## src/rtl/hazard_detection_unit.sv

```systemverilog
// rtl/hazard_detection_unit.sv - load-use / branch / data-memory-wait hazard controller for the 5-stage core
// Optional feature macro: HAZARD_PERF_EN (stall/flush performance counters)
module hazard_detection_unit #(
    parameter int REG_ADDR_W  = 5,
    parameter int MEM_TIMEOUT = 15,
    parameter int PERF_W      = 16
) (
    input  logic                  clk,
    input  logic                  rst_n,
    input  logic [REG_ADDR_W-1:0] id_rs1,
    input  logic [REG_ADDR_W-1:0] id_rs2,
    input  logic                  id_uses_rs2,
    input  logic                  idex_MemRead,
    input  logic [REG_ADDR_W-1:0] idex_rd,
    input  logic                  branch_taken,
    input  logic                  mem_req,
    input  logic                  mem_ready,
    output logic                  hz_ctrl,
    output logic                  PCWrite,
    output logic                  IFIDWrite,
    output logic                  IFID_flush,
    output logic                  pipe_hold,
    output logic                  mem_err,
    output logic [PERF_W-1:0]     stall_cycles,
    output logic [PERF_W-1:0]     flush_count
);

    typedef enum logic [1:0] {
        ST_RUN        = 2'd0,
        ST_LU_RELEASE = 2'd1,
        ST_MEM_WAIT   = 2'd2
    } state_t;

    localparam logic [7:0] TMO_LAST = 8'(MEM_TIMEOUT);

    state_t     r_state;
    state_t     w_next_state;
    logic [7:0] r_tmo_cnt;
    logic [7:0] w_tmo_cnt_next;
    logic       r_mem_err;
    logic       w_set_err;

    logic w_lu_hit;
    logic w_mem_busy;
    logic w_eval;
    logic w_busy_mask;
    logic w_lu_mask;

    logic w_hz_ctrl;
    logic w_pc_write;
    logic w_ifid_write;
    logic w_ifid_flush;
    logic w_pipe_hold;

    assign w_lu_hit = idex_MemRead && (idex_rd != '0) &&
                      ((idex_rd == id_rs1) || (id_uses_rs2 && (idex_rd == id_rs2)));
    assign w_mem_busy = mem_req && !mem_ready;

    always_ff @(posedge clk or negedge rst_n) begin
        if (!rst_n) begin
            r_state   <= ST_RUN;
            r_tmo_cnt <= 8'd0;
            r_mem_err <= 1'b0;
        end else begin
            r_state   <= w_next_state;
            r_tmo_cnt <= w_tmo_cnt_next;
            if (w_set_err) begin
                r_mem_err <= 1'b1;
            end
        end
    end

    always_comb begin
        w_hz_ctrl      = 1'b0;
        w_pc_write     = 1'b1;
        w_ifid_write   = 1'b1;
        w_ifid_flush   = 1'b0;
        w_pipe_hold    = 1'b0;
        w_next_state   = ST_RUN;
        w_tmo_cnt_next = r_tmo_cnt;
        w_set_err      = 1'b0;
        w_eval         = 1'b0;
        w_busy_mask    = 1'b0;
        w_lu_mask      = 1'b0;

        case (r_state)
            ST_RUN: begin
                w_eval = 1'b1;
            end
            ST_LU_RELEASE: begin
                w_eval    = 1'b1;
                w_lu_mask = 1'b1;
            end
            ST_MEM_WAIT: begin
                // The release cycle (ready or timeout) lets a held branch / load-use act immediately
                if (mem_ready) begin
                    w_eval         = 1'b1;
                    w_busy_mask    = 1'b1;
                    w_tmo_cnt_next = 8'd0;
                end else if (r_tmo_cnt >= TMO_LAST) begin
                    w_eval         = 1'b1;
                    w_busy_mask    = 1'b1;
                    w_set_err      = 1'b1;
                    w_tmo_cnt_next = 8'd0;
                end else begin
                    w_pc_write     = 1'b0;
                    w_ifid_write   = 1'b0;
                    w_pipe_hold    = 1'b1;
                    w_tmo_cnt_next = r_tmo_cnt + 8'd1;
                    w_next_state   = ST_MEM_WAIT;
                end
            end
            default: begin
                w_next_state = ST_RUN;
            end
        endcase

        if (w_eval) begin
            if (w_mem_busy && !w_busy_mask) begin
                w_pc_write     = 1'b0;
                w_ifid_write   = 1'b0;
                w_pipe_hold    = 1'b1;
                w_tmo_cnt_next = 8'd1;
                w_next_state   = ST_MEM_WAIT;
            end else if (branch_taken) begin
                w_ifid_flush = 1'b1;
                w_hz_ctrl    = 1'b1;
                w_pc_write   = 1'b1;
                w_next_state = ST_RUN;
            end else if (w_lu_hit && !w_lu_mask) begin
                w_hz_ctrl    = 1'b1;
                w_pc_write   = 1'b0;
                w_ifid_write = 1'b0;
                w_next_state = ST_LU_RELEASE;
            end
        end

        // Outputs fall to pass-through the moment reset is asserted, independent of the clock
        if (!rst_n) begin
            w_hz_ctrl    = 1'b0;
            w_pc_write   = 1'b1;
            w_ifid_write = 1'b1;
            w_ifid_flush = 1'b0;
            w_pipe_hold  = 1'b0;
        end
    end

    assign hz_ctrl    = w_hz_ctrl;
    assign PCWrite    = w_pc_write;
    assign IFIDWrite  = w_ifid_write;
    assign IFID_flush = w_ifid_flush;
    assign pipe_hold  = w_pipe_hold;
    assign mem_err    = r_mem_err;

`ifdef HAZARD_PERF_EN
    logic [PERF_W-1:0] r_stall_cycles;
    logic [PERF_W-1:0] r_flush_count;

    always_ff @(posedge clk or negedge rst_n) begin
        if (!rst_n) begin
            r_stall_cycles <= '0;
            r_flush_count  <= '0;
        end else begin
            if (!w_pc_write && (r_stall_cycles != '1)) begin
                r_stall_cycles <= r_stall_cycles + PERF_W'(1);
            end
            if (w_ifid_flush && (r_flush_count != '1)) begin
                r_flush_count <= r_flush_count + PERF_W'(1);
            end
        end
    end

    assign stall_cycles = r_stall_cycles;
    assign flush_count  = r_flush_count;
`else
    assign stall_cycles = '0;
    assign flush_count  = '0;
`endif

endmodule

```

## config.mk

```make
export PLATFORM = sky130hd
export DESIGN_NAME = hazard_detection_unit
export DESIGN_NICKNAME = d
export VERILOG_FILES = /design/src/rtl/hazard_detection_unit.sv
export SDC_FILE = /design/constraint.sdc
export NUM_CORES = 1
export LEC_CHECK = 0
export ABC_AREA = 1
export ABC_CLOCK_PERIOD_IN_PS = 1500
export CAP_MARGIN = 20
export CORE_ASPECT_RATIO = 0.6
export CORE_MARGIN = 5
export CORE_UTILIZATION = 38
export DETAILED_ROUTE_END_ITERATION = 12
export GPL_ROUTABILITY_DRIVEN = 1
export HOLD_SLACK_MARGIN = 0.1
export PLACE_DENSITY_LB_ADDON = 0.1
export SLEW_MARGIN = 20
export SYNTH_ARGS = -nofsm -noshare
export SYNTH_HDL_FRONTEND = slang
export SYNTH_SLANG_ARGS = --single-unit
export TNS_END_PERCENT = 50
```

## constraint.sdc

```tcl
create_clock -name clk -period 1.5 [get_ports clk]
set_clock_uncertainty 0.1 [all_clocks]
set_input_delay 0.15 -clock clk [delete_from_list [all_inputs] [get_ports clk]]
set_output_delay 0.15 -clock clk [all_outputs]
set_load 0.005 [all_outputs]
```

## After elaboration in Yosys (flattened, before gate mapping)

Index checks and enable logic that the tools add are counted.

- Add/sub/neg operators: 1
- Reductions and logical operators: 13
- Magnitude comparators: 1
- Equal/unequal tests: 4
- Muxes and demuxes: 44

Operators by type and width:

| operator | number |
|---|---|
| two-way mux 8 bit | 5 |
| two-way mux 1 bit | 31 |
| two-way mux 2 bit | 7 |
| equality test 5 bit | 2 |
| adder 8 x 1 -> 8 bit, second input constant | 1 |
| >= comparator 8 x 4 -> 1 bit, second input constant | 1 |
| logical AND 1 bit | 6 |
| nonzero test 5 bit | 1 |
| zero test 1 bit | 3 |
| equality test 2 x 1 -> 1 bit, second input constant | 1 |
| equality test 2 bit, second input constant | 1 |
| zero test 2 bit | 1 |
| case mux 1 bit (2 select lines) | 1 |
| OR reduction 2 bit | 1 |
| logical OR 1 bit | 1 |

- Register bits after elaboration: 11
- Output and inout port bits: 38
- Input port bits: 22
- Word-level logic and storage cells: 66

## Longest topological paths before layout

- Depth in word-level cells: 10
- Depth in mapped cells: 9
- Mapped depth without buffers: 9

## Least setup slack after synthesis

No wires, ideal clock.

- Kind: register to output
- Start point: register r_tmo_cnt[0]
- End point: output port IFIDWrite
- Path buffers: 0
- Setup slack: 69 ps
- Data required time: 1250 ps
- Data arrival time: 1181 ps
- Cell stages (with the launch flop): 10
- Cells stage by stage: dfrtp_1 ha_1 nand3_1 nand4_2 nand2_4 nand2_4 nor2_4 inv_2 nand2_2 inv_1

- Cells in the longest elaborated chain, start to end: 9
- Elaborated cells on any way between the ends: 13
- Those cells by class: order compare: 1; mux: 10; reduce/logical: 2

Ends and longest elaborated chain:

| what | line | text |
|---|---|---|
| start: declaration | 38 | `logic [7:0] r_tmo_cnt;` |
| start signal: assignment | 66 | `r_tmo_cnt <= w_tmo_cnt_next;` |
| >= comparator 8 x 4 -> 1 bit * | 100 | `end else if (r_tmo_cnt >= TMO_LAST) begin` |
| two-way mux 1 bit * | 100 |  |
| two-way mux 1 bit * | 96 | `if (mem_ready) begin` |
| two-way mux 1 bit | 86 | `case (r_state)` |
| two-way mux 1 bit / zero test 1 bit (equally long branches) | 130, 119 |  |
| two-way mux 1 bit / logical AND 1 bit (equally long branches) | 125, 119 |  |
| two-way mux 1 bit | 119 | `if (w_mem_busy && !w_busy_mask) begin` |
| two-way mux 1 bit * | 118 | `if (w_eval) begin` |
| two-way mux 1 bit * | 139 | `if (!rst_n) begin` |
| end: declaration | 20 | `output logic IFIDWrite,` |

Mark *: on every way between the ends. The rest lies on a longest branch, timed or not.

## Final worst setup path

- Start point: register r_tmo_cnt[1]
- End point: output port PCWrite

- Cells in the longest elaborated chain, start to end: 9
- Elaborated cells on any way between the ends: 13
- Those cells by class: order compare: 1; mux: 10; reduce/logical: 2

Ends and longest elaborated chain:

| what | line | text |
|---|---|---|
| >= comparator 8 x 4 -> 1 bit * | 100 |  |
| two-way mux 1 bit * | 100 |  |
| two-way mux 1 bit * | 96 |  |
| two-way mux 1 bit | 86 |  |
| two-way mux 1 bit / zero test 1 bit (equally long branches) | 130, 119 |  |
| two-way mux 1 bit / logical AND 1 bit (equally long branches) | 125, 119 |  |
| two-way mux 1 bit | 119 |  |
| two-way mux 1 bit * | 118 |  |
| two-way mux 1 bit * | 139 |  |
| end: declaration | 19 | `output logic PCWrite,` |

Marked as above.

==> metrics.csv <==
stage,metric,value,unit
sta,Final Cycle Share,116,%
logic_synthesis,top cell type by total area after synthesis,dfrtp_1,
sta,Worst Slack Setup Final,-238,ps
clock_tree,H-tree depth,1,
placed_design,placer congestion estimate,0.817,
logic_synthesis,Yosys cell types,23,
die,DIE AREA,3990,µm²
grt,Tot GR Track Use,13.0,%
sta,Max Fclk,575,MHz
sta,Fin. Hold Viols,0,
power,LEAKAGE,0.811,nW
die,# rows,14,
power,Sw Share,31.2,%
grt,first-pass GRT wire length,4.10,mm
setup_path,critical path class,flop to output port,
power,Sw Pwr,318,µW
setup_path,Worst EP required,1250,ps
run_status,failing checks,setup timing,
logic_synthesis,Post-synth EDFFs,0,
logic_synthesis,register area share after synthesis,25.9,%
die,starting density of the core,41.0,%
layout,Antenna Cells,0,
power,Sequential Power Share,34.8,%
clock_tree,Skew-Pair Late Insertion Delay,230,ps
logic_synthesis,post-synthesis cell area,1060,µm²
sta,post-route minimum period,1740,ps
drt,Iter 0 DRT Violations,42,
grt,largest net degree at the start of global routing,8,
layout,Finished Cell Area,1420,µm²
logic_synthesis,yosys warns,0,
power,pwr dens,719,nW/µm²
logic_synthesis,dominant synthesized flop cell,dfrtp_1,
layout,Layout area overhead,33.5,%
drt,via count,975,
clock_tree,Clock transition at path regs,50,ps
placed_design,Area after DPL,1350,µm²
logic_synthesis,Syn Inst Count,158,
setup_path,startpoint types,flop,
logic_synthesis,Mean Syn Cell Area,6.72,µm²
drt,drt first pass iters,4,
run_status,status,"finished, violations left",
sta,WHS,214,ps
power,Power Internal,701,µW
sta,RSZ-0062 raised after global routing,true,
logic_synthesis,Synth area leaders,"dfrtp_1, buf_4, nand2_1",
sta,endpoints failing setup,5,
drt,WL per Instance,10.8,µm
sta,final number of max-transition violations,0,
logic_synthesis,number of synthesized register bits,11,
setup_path,"Arr. time, crit path",1490,ps
die,Die H,51.0,µm
drt,vias per inst,4.17,
clock_tree,CTS tree,done,
placed_design,port bufs,27,
placed_design,DPL Wire Length,2.18,mm
min_path,min-delay worst type,input pin to async pin,
run,max-cap violations,0,
power,part of the power in the clock network,28.3,%
layout,fin util,54.7,%
power,VDD IR max,488,µV
setup_path,CP Max Fanout,4,
sta,Final TNS setup,-852,ps
drt,Routed Antenna Nets,0,
clock_tree,CTS root buf,clkbuf_8,
logic_synthesis,top-area cell type share of the netlist area,25.9,%
die,I/O pins,60,
logic_synthesis,asr flop ratio synth,100,%
clock_tree,total CTS buffers,3,
grt,vias in the first global route,920,
clock_tree,TritonCTS Sinks,11,
grt,initial antenna violation count,0,
power,Logic pwr share,36.9,%
layout,nets,226,
layout,layout cells sized above 1,19.8,%
die,Die X,78.3,µm
setup_path,Setup crit end kind,output port,
grt,grt total ovfl,0,
drt,WL final,2.53,mm
clock_tree,setup bufs post-CTS,0,
clock_tree,Bufs on Longest Clock Path,2,
drt,DRC viols,0,
die,core area,2590,µm²
[critical path, cell delays in order, from the launching register on]
cell and delay, ps:
dfrtp_1 400, ha_4 180, nand3_4 70, nand4_4 100, nand2_4 90, nand2_4 70
nor2_4 100, inv_2 40, nand2_2 50, inv_1 30, buf_2 120
[routing by layer]
layer	GRT usage [%]	routed length, µm	part of all wire, %	up-vias
met5	0	0	0	-
met4	2.03	41	1.6	0
met3	4.56	203	8.0	5
met2	20.2	1070	42	45
met1	17.8	1220	48	424
li1	-	-	-	501
[Yosys cell counts, types with 2 or more instances]
cell type / instances
inv_1: 21
nand2_1: 46
nand4_1: 3
nand3_1: 7
nand2_4: 2
a21oi_1: 4
inv_2: 3
buf_4: 32
dfrtp_1: 11
xor2_1: 2
nor2_2: 3
nor2_1: 13
[cells by family after synthesis]
logic type	share of synthesized area, %
AND/OR/NAND/NOR	35.2
buffers and inverters	31.1
flip-flops	25.9
AO/OA/AOI/OAI	3.77
XOR/XNOR	2.47
adder cells (fa/ha/maj)	1.18
other	0.353
[power by group through the flow]
stage | Combinational, mW | Clock, mW | Sequential (mW)
4_1_cts | 0.373 | 0.294 | 0.348
3_3_place_gp | 0.367 | 0 | 0.347
3_5_place_dp | 0.371 | 0 | 0.349
5_1_grt | 0.427 | 0.319 | 0.359
2_1_floorplan | 0.226 | 0 | 0.354
6_report | 0.376 | 0.288 | 0.354
[cell usage in the layout, fill, tap and decap left out, types with 3 or more instances in the layout]
cell,netlist,layout
clkbuf_8,0,3
buf_4,32,14
inv_2,3,4
clkdlybuf4s50_1,0,18
buf_2,0,3
dfrtp_1,11,11
nand3_1,7,5
a21oi_1,4,4
nand2_1,46,45
nand4_1,3,3
inv_1,21,20
nor2_2,3,3
nor2_1,13,13
conb_1,1,32
[cell type report]
class	instances	area (µm²)
fill	252	1170
multi-input combinational	122	614
timing repair buffer	41	353
sequential	11	275
inverter	24	90.1
clock buffer	4	45.0
tap	32	40.0
[final timing paths]
path,start,depth (start not counted),endpoint,slack (ps)
min reg2reg,mem_err,1,mem_err,380
max reg2reg,r_tmo_cnt[1],7,r_tmo_cnt[7],190
min in group clk,mem_err,1,mem_err,380
min,rst_n,2,r_tmo_cnt[1],210
max,r_tmo_cnt[1],10,PCWrite,-240
max in group asynchronous,rst_n,2,r_state[0],960
[flip-flops by register name (all words and copies together), names as in the netlist]
signal	cells
r_tmo_cnt	8
mem_err	1
r_state	2
[timing repair]
item,4_1_cts,5_1_grt
pin swaps,8,4
gates resized for setup,24,6
endpoints found under the setup margin,5,5
hold buffers,0,0
[metrics by stage]
step,power [mW],setup WS [ps],cells
final,1.02,-238,234
after global routing,1.11,-335,234
after CTS,1.01,-316,234
after detailed placement,0.720,-614,230
after global placement,0.714,-595,230
after floorplan,0.579,69.4,189
(Power assumes the default switching activity.)
